### src/rtl/unidade_controle.sv
// unidade_controle: multi-cycle control unit with an 8-entry register file.
// Each instruction walks IDLE -> FETCH -> EXEC -> WB. The unit drives
// registered operands to an external combinational ALU, captures the result,
// writes it back and publishes the written value for the display stage.
module unidade_controle #(
  parameter int DATA_W = 8
) (
  input  logic              clk,
  input  logic              rst_n,
  input  logic [15:0]       instr,
  input  logic              instr_valid,
  output logic              instr_ready,
  output logic [DATA_W-1:0] alu_a,
  output logic [DATA_W-1:0] alu_b,
  output logic [2:0]        alu_op,
  input  logic [DATA_W-1:0] alu_res,
  output logic              done,
  output logic [DATA_W-1:0] disp_val,
  output logic [2:0]        disp_reg
);

  // Opcode map
  localparam logic [2:0] OP_LOAD = 3'b000;
  localparam logic [2:0] OP_ADD  = 3'b001;
  localparam logic [2:0] OP_ADDI = 3'b010;
  localparam logic [2:0] OP_SUB  = 3'b011;
  localparam logic [2:0] OP_SUBI = 3'b100;
  localparam logic [2:0] OP_MUL  = 3'b101;
  localparam logic [2:0] OP_CLR  = 3'b110;
  localparam logic [2:0] OP_DPL  = 3'b111;

  typedef enum logic [1:0] {
    IDLE  = 2'd0,
    FETCH = 2'd1,
    EXEC  = 2'd2,
    WB    = 2'd3
  } state_t;

  state_t            state;
  logic [15:0]       instr_q;
  logic [DATA_W-1:0] res_q;
  logic [DATA_W-1:0] regs [8];

  // Fields of the latched instruction; rs2 and imm share the low bits.
  logic [2:0]        op_q;
  logic [2:0]        rd_q;
  logic [2:0]        rs1_q;
  logic [2:0]        rs2_q;
  logic [6:0]        imm_q;
  logic [DATA_W-1:0] imm_ext;

  assign op_q  = instr_q[15:13];
  assign rd_q  = instr_q[12:10];
  assign rs1_q = instr_q[9:7];
  assign rs2_q = instr_q[6:4];
  assign imm_q = instr_q[6:0];

  // Immediates are 7 bits wide and always sign-extended to the operand width.
  assign imm_ext = {{(DATA_W-7){imm_q[6]}}, imm_q};

  // Opcodes that actually use the ALU (ADD..MUL) versus the register-register ones.
  logic is_alu;
  logic uses_rs2;
  logic wr_en;
  logic clr_all;

  assign is_alu   = (op_q >= OP_ADD) && (op_q <= OP_MUL);
  assign uses_rs2 = (op_q == OP_ADD) || (op_q == OP_SUB) || (op_q == OP_MUL);

  // Write-back only happens in WB; DPL writes nothing, CLR wipes everything.
  assign wr_en   = (state == WB) && (op_q != OP_CLR) && (op_q != OP_DPL);
  assign clr_all = (state == WB) && (op_q == OP_CLR);

  // Register file: cleared by reset or CLR, otherwise single write port at WB.
  always_ff @(posedge clk) begin
    if (!rst_n || clr_all) begin
      for (int i = 0; i < 8; i++) begin
        regs[i] <= '0;
      end
    end else if (wr_en) begin
      regs[rd_q] <= res_q;
    end
  end

  // Main sequencer: handshake, operand drive, result capture and write-back publish.
  always_ff @(posedge clk) begin
    if (!rst_n) begin
      state       <= IDLE;
      instr_q     <= '0;
      instr_ready <= 1'b1;
      alu_a       <= '0;
      alu_b       <= '0;
      alu_op      <= OP_LOAD;
      res_q       <= '0;
      done        <= 1'b0;
      disp_val    <= '0;
      disp_reg    <= '0;
    end else begin
      done <= 1'b0;
      case (state)
        IDLE: begin
          // instr_ready is high exactly while in IDLE, so valid alone accepts.
          if (instr_valid) begin
            instr_q     <= instr;
            instr_ready <= 1'b0;
            state       <= FETCH;
          end
        end
        FETCH: begin
          alu_a  <= regs[rs1_q];
          alu_b  <= uses_rs2 ? regs[rs2_q] : imm_ext;
          alu_op <= is_alu ? op_q : OP_LOAD;
          state  <= EXEC;
        end
        EXEC: begin
          if (is_alu) begin
            res_q <= alu_res;
          end else if (op_q == OP_LOAD) begin
            res_q <= imm_ext;
          end else if (op_q == OP_DPL) begin
            res_q <= regs[rd_q];
          end else begin
            res_q <= '0;
          end
          state <= WB;
        end
        WB: begin
          disp_val    <= res_q;
          disp_reg    <= (op_q == OP_CLR) ? 3'd0 : rd_q;
          done        <= 1'b1;
          instr_ready <= 1'b1;
          state       <= IDLE;
        end
        default: begin
          state       <= IDLE;
          instr_ready <= 1'b1;
        end
      endcase
    end
  end

endmodule

### config.mk
export PLATFORM = sky130hd
export DESIGN_NAME = unidade_controle
export DESIGN_NICKNAME = d
export VERILOG_FILES = /design/src/rtl/unidade_controle.sv
export SDC_FILE = /design/constraint.sdc
export NUM_CORES = 1
export LEC_CHECK = 0
export ABC_AREA = 1
export BUFFER_PORTS_ARGS = -buffer_cell sky130_fd_sc_hd__buf_2
export CAP_MARGIN = 0
export CORE_MARGIN = 5
export CORE_UTILIZATION = 46
export CTS_BUF_LIST = sky130_fd_sc_hd__clkbuf_4 sky130_fd_sc_hd__clkbuf_8 sky130_fd_sc_hd__clkbuf_16
export CTS_CLUSTER_DIAMETER = 50
export DETAILED_ROUTE_END_ITERATION = 16
export MAX_ROUTING_LAYER = met4
export PLACE_DENSITY = 0.67
export SETUP_SLACK_MARGIN = 0.3
export SYNTH_ARGS = -nofsm -noshare
export SYNTH_HDL_FRONTEND = slang
export SYNTH_SLANG_ARGS = --single-unit
### constraint.sdc
create_clock -name clk -period 5 [get_ports clk]
set_clock_uncertainty 0.1 [all_clocks]
set_input_delay 0.75 -clock clk [delete_from_list [all_inputs] [get_ports clk]]
set_output_delay 0.75 -clock clk [all_outputs]
set_load 0.01 [all_outputs]
==> run_results.csv, run 1 <==
group,metric,value,unit
synth,ys_seq_area_share,47.9,%
sta,worstMarginPinSlew,0.889,ns
layout,area_growth,12.1,%
global_routing,grt_pass1_vias,5374,
setup_path,worstPathCellList,"buf_2 -> inv_1 -> nor2_2 -> nand2_1",
placed_design,io_buffers,58,
setup_path,path_max_fanout,56,
setup_path,cp.required,5.00,ns
layout,final_cell_mix,"nand2_1 (195), nand3_1 (130), nor2_1 (101)",
clocking,ctsResizeCount,0,
setup_path,cp-start-kind,"primary input",
setup_path,crit_arrival,2.44,ns
synth,synthCells,872,
synth,synth-edff-count,64,
sta,hold_violations,0,
placed_design,placedCellCount,1070,
synth,syn_area,6690,sq um
layout,regMostFlops,"regs",
worst_hold_path,min_path_cells,2,
synth,synth_area_per_cell,7.68,sq um
synth,synthArstFlopShare,0,%
clocking,cts_buffer_depth,2,
worst_hold_path,hp-class,"register to register",
layout,drive_above_1_share,12.9,%
drt,post_drt_wl_per_cell,17.8,um
outcome,status,"completed",
sta,rsz0062_at_grt,"false",
floorplan,die_area,17100,sq um
run,cap_violations,0,
clocking,root_buffer,"clkbuf_16",
placed_design,place.gp.congestion,0.903,
clocking,cts_sinks,128,
clocking,path_clk_slew,0.06,ns
floorplan,fp.dieW,131,um
setup_path,slowest_delay,0.63,ns
clocking,numCtsBuffers,17,
sta,slew_headroom,40.8,%
layout,final_util,52.0,%
clocking,htreeDepth,4,
floorplan,io_pins,59,
layout,largest_register_ffs,64,
global_routing,gr-total-overflow,0,
sta,setup_viol,0,
floorplan,start_util,46.4,%
synth,ys_ff_latch,128,
power,powerDensity,519,nW/um^2
setup_path,crit_type,"primary input to register",
setup_path,slowest_stage,"buf_2",
global_routing,grtUsageTotal,24.1,%
layout,final_common_cell,"nand2_1",
setup_path,end_kind,"register",
sta,min_period,2.44,ns
sta,timing.fmax,409,MHz
floorplan,coreArea,14400,sq um
setup_path,rr_worst_depth,5,
drt,antenna_left,0,
clocking,hold_buffers,0,
drt,detail_route.first_pass.iterations,6,
synth,syn_nets,904,
placed_design,hpwl,13400,um
layout,num_antenna_cells,0,
global_routing,antenna_found_initial,0,
drt,routed_via_density,5.49,
sta,fin_tns_setup,0,ns
drt,vias,6050,
power,p_total,3.89,mW
global_routing,grt_max_degree,66,
clocking,cts_setup_buffers,0,
layout,top_regs,"regs: 64 flops, instr_q: 16 flops",
drt,drt_drc_violations_left,0,
layout,final_cells,1102,
floorplan,fp-row-count,44,
floorplan,die_h,131,um
drt,wirelength,19600,um
power,vdd_ir_drop_max,261,uV
sta,slew_violations,0,
synth,synthFlopType,"edfxtp_1",
synth,ys_types,24,
sta,fin_crit_sh,48.8,%
clocking,cts_tree,"yes",
drt,drt_iter0_markers,796,
global_routing,grt_pass1_wl,30000,um
power,total_leakage_power,3.31,nW
clocking,clock_latency,0.43,ns
layout,layout.nets,937,
synth,ys_warn_count,0,
-- routing by layer --
metal	routed length (um)	track usage [%]	up-vias
met5	0	-	-
met1	8670	34.7	2756
li1	-	-	2940
met4	595	10.1	0
met2	8380	33.6	305
met3	1920	3.94	49
-- cell usage after synthesis (2+ instances only) --
library cell / number / share of area (%)
buf_2: 26 / 1.9
a21oi_1: 51 / 3.8
edfxtp_1: 64 / 29
clkbuf_1: 10 / 0.56
nand2_4: 10 / 1.7
clkinv_1: 10 / 0.56
nand2_1: 195 / 11
nor2_8: 2 / 0.60
o211ai_1: 33 / 3.7
nand2_2: 2 / 0.19
inv_2: 8 / 0.45
nor2_1: 101 / 5.7
dfxtp_1: 64 / 19
ha_1: 5 / 0.93
a211oi_1: 4 / 0.45
buf_6: 6 / 1.0
inv_1: 88 / 4.9
nor2_2: 2 / 0.19
o21ai_0: 53 / 4.0
nand3_1: 130 / 9.7
buf_4: 5 / 0.56
-- power breakdown --
group	internal, mW	switching, mW
logic	0.382	0.916
clock network	0.637	0.495
registers	1.29	0.173
-- worst paths after layout --
kind / startpoint / end / slack (ns)
setup / recovery: rst_n / regs[3][4]$_SDFFCE_PN0P_ / 2.56
hold reg to reg: instr_ready$_SDFFE_PN1P_ / instr_ready$_SDFFE_PN1P_ / 0.38
setup reg to reg: state[1]$_SDFFE_PN0P_ / alu_b[7]$_SDFFE_PN0N_ / 2.60
hold / removal: instr_ready$_SDFFE_PN1P_ / instr_ready$_SDFFE_PN1P_ / 0.38
-- final cells by class --
| type | instances | area [sq um] |
|---|---|---|
| Clock buffer | 17 | 425 |
| Clock inverter | 15 | 111 |
| Fill cell | 1394 | 6920 |
| Inverter | 106 | 398 |
| Multi-Input combinational cell | 591 | 2820 |
| Sequential cell | 128 | 3200 |
| Tap cell | 184 | 230 |
| Timing Repair Buffer | 61 | 313 |
-- logic make-up after synthesis --
family          count (synthesis)  synth area share [%]
flops                         128                  47.9
simple gates                  444                  29.2
buf+inv                       153                  10.0
fa+ha+maj                       5                 0.935
compound gates                142                  12.0
-- worst max-delay path, delay by kind of cell --
kind	cells	cell delay, ns
buffers and inverters	2	0.87
AND/OR/NAND/NOR	2	0.80
-- stage by stage --
step / cell area, sq um / setup slack (ns) / hold WS [ns]
after floorplan: 6690 / 3.15 / 0.378
final: 7500 / 2.56 / 0.377
after CTS: 7500 / 2.58 / 0.379
after global routing: 7500 / 2.40 / 0.415
after detailed placement: 6970 / 2.15 / 0.366
after global placement: 6970 / 2.20 / 0.359
Note: power is estimated with default switching activity, not from simulation.
==> run 2: changes to the inputs <==
Clock period 5 ns to 2.25 ns, I/O delays scaled along.
==> run 2 against run 1 <==
Compared with the run above: sequential power up 120%; core utilization up 1.3 points; final cell count up 0.82%; sequential cell count unchanged; via count about the same; register-to-register slack worse by 2.2 ns; count of clock-buffer cells in the layout up 5; die area unchanged; design area up 2.4%; non-clock buffer count up 9; largest power group unchanged; highest routed layer unchanged.
==> run_results.csv, run 2 (same netlist as run 1, synthesis figures left out) <==
group,metric,value,unit
sta,slew_headroom,62.2,%
global_routing,grt_pass1_vias,5474,
setup_path,worstSetupStartpoint,"state[1]$_SDFFE_PN0P_",
floorplan,die_area,17100,sq um
placed_design,hpwl,14000,um
sta,min_period,1.84,ns
clocking,numCtsBuffers,17,
placed_design,place.gp.congestion,1.01,
layout,num_antenna_cells,0,
sta,slew_violations,0,
setup_path,end_kind,"register",
setup_path,reg2reg_to,"regs[0][4]$_SDFFCE_PN0P_",
drt,post_drt_wl_per_cell,17.6,um
power,powerDensity,1180,nW/um^2
setup_path,crit_type,"register to register",
floorplan,coreArea,14400,sq um
worst_hold_path,min_path_cells,3,
layout,final_cells,1111,
sta,setup_viol,0,
clocking,cts_sinks,128,
global_routing,grt_pass1_wl,30100,um
run,cap_violations,0,
global_routing,gr-total-overflow,0,
clocking,cts_tree,"yes",
clocking,path_clk_slew,0.06,ns
clocking,hold_buffers,0,
sta,holdWs,0.0699,ns
layout,regMostFlops,"regs",
layout,top_regs,"regs: 64 flops, instr_q: 16 flops",
placed_design,placedCellCount,1079,
drt,drt_drc_violations_left,0,
clocking,clock_latency,0.42,ns
setup_path,cp.required,2.24,ns
floorplan,io_pins,59,
global_routing,grtUsageTotal,24.3,%
sta,fin_crit_sh,81.9,%
floorplan,start_util,46.4,%
floorplan,die_h,131,um
layout,area_growth,14.8,%
sta,worstMarginPinSlew,0.566,ns
setup_path,r2r_setup_slack,0.41,ns
setup_path,crit_arrival,1.84,ns
setup_path,cp-start-kind,"register",
drt,wirelength,19600,um
sta,fin_tns_setup,0,ns
drt,detail_route.first_pass.iterations,5,
global_routing,antenna_found_initial,0,
setup_path,crit_end,"regs[0][4]$_SDFFCE_PN0P_",
global_routing,grt_max_degree,55,
sta,timing.fmax,543,MHz
floorplan,fp-row-count,44,
sta,rsz0062_at_grt,"true",
drt,antenna_left,0,
placed_design,io_buffers,58,
sta,hold_violations,0,
layout,final_cell_mix,"nand2_1 (194), nand3_1 (130), nor2_1 (101)",
layout,final_common_cell,"nand2_1",
floorplan,fp.dieW,131,um
layout,largest_register_ffs,64,
outcome,status,"completed",
drt,routed_via_density,5.44,
clocking,root_buffer,"clkbuf_16",
setup_path,path_max_fanout,9,
setup_path,reg2reg_from,"state[1]$_SDFFE_PN0P_",
drt,drt_iter0_markers,809,
clocking,cts_buffer_depth,2,
drt,vias,6049,
power,vdd_ir_drop_max,680,uV
clocking,htreeDepth,4,
worst_hold_path,hp-class,"primary input to register",
power,total_leakage_power,3.41,nW
layout,layout.nets,946,
layout,final_util,53.3,%
setup_path,rr_worst_depth,7,
layout,drive_above_1_share,13.9,%
## run 2: cell count changes in the layout (fill, tap and decap cells not counted), sizes merged
| cell | previous run | this run |
|---|---|---|
| buf | 61 | 70 |
| bufinv | 0 | 1 |
| clkbuf | 17 | 22 |
| clkinv | 17 | 13 |
| clkinvlp | 3 | 1 |
## run 2: metrics by stage
step / cell area [sq um] / worst slack (ns) / total power, mW
CTS: 7680 / 0.390 / 9.05
global placement: 7050 / 0.452 / 6.14
finish: 7680 / 0.408 / 9.09
global route: 7680 / 0.277 / 9.58
detailed placement: 7050 / 0.404 / 6.16
floorplan: 6690 / 0.561 / 5.24
## run 2: area by class of cell
type	instances	area (sq um)
Fill cell	1379	6740
Sequential cell	128	3200
Timing Repair Buffer	70	393
Clock buffer	22	528
Clock inverter	10	108
Inverter	106	398
Tap cell	184	230
Multi-Input combinational cell	591	2820
## run 2: worst min path at each step
| stage | endpoint | startpoint | slack, ns |
|---|---|---|---|
| 3_3_place_gp | alu_op[0]$_SDFFE_PN0N_ | alu_op[0]$_SDFFE_PN0N_ | 0.36 |
| 3_5_place_dp | alu_op[0]$_SDFFE_PN0N_ | alu_op[0]$_SDFFE_PN0N_ | 0.37 |
| 6_report | instr_q[1]$_SDFFE_PN0N_ | instr[1] | 0.07 |
| 2_1_floorplan | instr_q[0]$_SDFFE_PN0N_ | instr_q[0]$_SDFFE_PN0N_ | 0.38 |
| 5_1_grt | instr_q[15]$_SDFFE_PN0N_ | instr[15] | 0.10 |
| 4_1_cts | instr_q[3]$_SDFFE_PN0N_ | instr[3] | 0.06 |
## run 2: metal layers
layer	vias to the layer above	global-route usage, %	part of all wire, %
met4	0	9.92	3.3
met2	307	34.1	44
li1	2949	-	-
met1	2750	34.1	43
met3	43	5.16	9.7
met5	-	-	0
## run 2: repair_timing
action | CTS | global route
gates resized for setup | 0 | 1
setup buffers | 0 | 0
setup endpoints to repair | 0 | 44
## run 2: critical path, cell delays in order, from the launching register on
cell and delay, ns:
dfxtp_1 0.36, ha_1 0.23, nand2_1 0.08, inv_2 0.08, nand2_4 0.09, nor2_8 0.18
nand2_4 0.11, nand2_1 0.29
## run 2: power by group
| group | switching, mW | internal, mW | leakage, nW |
|---|---|---|---|
| clock network | 1.09 | 1.80 | 0.312 |
| registers | 0.316 | 2.87 | 1.19 |
| logic | 2.10 | 0.910 | 1.91 |
==> run 3: changes to the inputs <==
Settings changed: ABC_AREA 1 to 0, PLACE_DENSITY 0.67 to 0.7.
Clock period 2.25 ns to 1.55 ns, I/O delays scaled along.
==> run 3 against run 2 <==
Compared with the run above: the run now ends with setup timing left; hold slack got worse by 0.029 ns; clock power is 36% higher; combinational power rose by 27%; setup slack worse by 0.51 ns; routed wire length is essentially flat; synthesized area shrank 3.8%; design area is 14% higher; die area is 3.5% lower; synthesized cell count is 40% lower; critical path type unchanged; largest power group unchanged; final cell count decreased by 23%; non-clock buffer count grew 83; largest cell class is now multi-input combinational cells; highest routed layer unchanged; sequential share of layout area is 4.8 points lower.
==> run_results.csv, run 3 <==
group,metric,value,unit
outcome,status,"finished, violations left",
outcome,violations,"setup timing",
synth,yosys.cell_count.top_type,"and2_1",
clocking,path_clk_slew,0.06,ns
synth,synth_area_per_cell,12.4,sq um
sta,slew_headroom,63.8,%
worst_hold_path,hp-class,"primary input to register",
drt,routed_via_density,5.82,
layout,layout.nets,693,
sta,hold_violations,0,
clocking,numCtsBuffers,17,
floorplan,start_util,46.6,%
floorplan,coreArea,13800,sq um
drt,drt_drc_violations_left,0,
placed_design,post-place-ws,-0.221,ns
power,p_switching,3.93,mW
clocking,cts_sinks,128,
power,p_total,12.2,mW
sta,fin_crit_sh,107,%
synth,synthFlopType,"edfxtp_1",
power,power_frac_comb,31.3,%
drt,drt_iter0_markers,476,
sta,fin_tns_setup,-6.43,ns
floorplan,die_h,128,um
setup_path,crit_type,"register to register",
sta,holdWs,0.0411,ns
clocking,htreeDepth,4,
global_routing,grt_pass1_wl,29600,um
setup_path,worstPathCellList,"ha_4 -> and2_4 -> nand3_4 -> nor3_4 -> nand2b_4",
layout,stdcell_area,8770,sq um
setup_path,rr_worst_depth,5,
placed_design,place.gp.congestion,0.945,
sta,rsz0062_at_grt,"true",
layout,final_common_cell,"edfxtp_1",
drt,vias,4967,
power,total_leakage_power,3.26,nW
placed_design,place_area,7340,sq um
clocking,clock_latency,0.43,ns
setup_path,cp.required,1.58,ns
synth,syn_area,6440,sq um
global_routing,antenna_found_initial,0,
synth,synth.area.top_cells,"edfxtp_1 (30%), dfxtp_1 (20%), mux4_1 (8.2%), mux4_2 (7.0%), and2_1 (6.5%)",
worst_hold_path,hp-start,"rst_n",
synth,ys_ff_latch,128,
placed_design,hpwl,13400,um
worst_hold_path,min_path_cells,2,
power,vdd_ir_drop_max,858,uV
global_routing,grt_max_degree,33,
setup_path,cpLargestDelayFamily,"simple AND/OR/NAND/NOR gates",
drt,wirelength,19600,um
sta,min_period,1.65,ns
layout,fill_cells,1011,
setup_path,crit_arrival,1.68,ns
sta,slew_violations,0,
layout,final_cell_mix,"edfxtp_1 (64), and2_1 (59), buf_2 (55)",
floorplan,die_area,16500,sq um
setup_path,path_max_fanout,8,
drt,detail_route.first_pass.iterations,5,
placed_design,placedCellCount,784,
clocking,cts_tree,"yes",
setup_path,slowest_stage,"dfxtp_2",
setup_path,cp-start-kind,"register",
floorplan,fp.dieW,128,um
synth,synth-edff-count,64,
layout,regMostFlops,"regs",
setup_path,reg2reg_from,"state[0]$_SDFFE_PN0P_",
worst_hold_path,holdPathEnd,"done$_SDFF_PN0_",
drt,antenna_left,0,
setup_path,reg2reg_to,"regs[1][3]$_SDFFCE_PN0P_",
layout,final_cells,854,
synth,syn_nets,552,
clocking,cts_buffer_depth,2,
synth,synthCells,520,
synth,ys_warn_count,0,
layout,seq_area,3240,sq um
floorplan,io_pins,59,
layout,largest_register_ffs,64,
placed_design,io_buffers,58,
synth,ys_types,43,
sta,timing.fmax,606,MHz
layout,top_regs,"regs: 64 flops, instr_q: 16 flops",
setup_path,path_buf_inv,0,
layout,final_util,63.5,%
synth,yosys-top-cells-count,"and2_1 (67), dfxtp_1 (64), edfxtp_1 (64)",
synth,synth_top_area_share,29.8,%
layout,multi_input_area,3360,sq um
layout,drive_above_1_share,44.5,%
setup_path,slowest_delay,0.35,ns
synth,ys_seq_area_share,49.7,%
sta,worstMarginPinSlew,0.543,ns
global_routing,gr-total-overflow,0,
setup_path,end_kind,"register",
power,p_int,8.28,mW
sta,layout_setup_ws,-0.101,ns
sta,setup_viol,129,
global_routing,grtUsageTotal,25.4,%
layout,num_antenna_cells,0,
run,cap_violations,0,
layout,area_growth,36.2,%
clocking,root_buffer,"clkbuf_16",
power,powerDensity,1390,nW/um^2
power,clockPowerShare,32.2,%
global_routing,grt_pass1_vias,4910,
synth,synthArstFlopShare,0,%
drt,post_drt_wl_per_cell,23.0,um
setup_path,r2r_setup_slack,-0.10,ns
floorplan,fp-row-count,43,
power,switching_share,32.2,%
synth,yosysTopAreaCell,"edfxtp_1",
power,seqPwrFrac,36.5,%
-- run 3: layer usage --
metal	global-route usage [%]	share of wire, %
met5	-	0
met4	9.24	2.6
met3	5.56	9.2
met2	37.5	46
met1	34.5	42
-- run 3: worst max-delay path by stage --
stage	endpoint	startpoint	cells after the start
after floorplan	regs[0][0]$_SDFFCE_PN0P_	state[1]$_SDFFE_PN0P_	6
after global placement	regs[3][2]$_SDFFCE_PN0P_	state[1]$_SDFFE_PN0P_	4
after detailed placement	regs[6][6]$_SDFFCE_PN0P_	state[1]$_SDFFE_PN0P_	6
after CTS	regs[1][3]$_SDFFCE_PN0P_	state[0]$_SDFFE_PN0P_	5
after global routing	regs[1][7]$_SDFFCE_PN0P_	state[1]$_SDFFE_PN0P_	5
final	regs[1][3]$_SDFFCE_PN0P_	state[0]$_SDFFE_PN0P_	5
-- run 3: final cells by class --
cell class              instances  area share, %
flip-flops and latches        128           36.9
inverters                       3          0.214
clock inverters                15           1.80
well taps                     180           2.57
clock buffers                  17           4.85
repair buffers                153           15.4
multi-input cells             358           38.2
-- run 3: cell families after synthesis --
family	Yosys count	synth area share, %
AOI/OAI and AO/OA	101	10.2
adders and majority gates	5	0.971
muxes	77	20.9
and+or+nand+nor	174	14.8
buffers and inverters	35	3.40
DFF	128	49.7
-- run 3: timing repair --
action	CTS	global route
hold buffers	16	0
endpoints found under the hold margin	22	0
pin swaps	32	24
gates resized for setup	96	49
buffers inserted	11	7
cloned	4	0
endpoints found under the setup margin	190	204
-- run 3: power by group through the flow --
stage / sequential, mW / clock [mW] / combinational, mW
floorplan: 4.34 / 0 / 1.81
global placement: 4.46 / 0 / 2.85
detailed placement: 4.48 / 0 / 2.89
CTS: 4.44 / 3.97 / 3.60
global route: 4.50 / 4.14 / 4.07
finish: 4.46 / 3.93 / 3.81
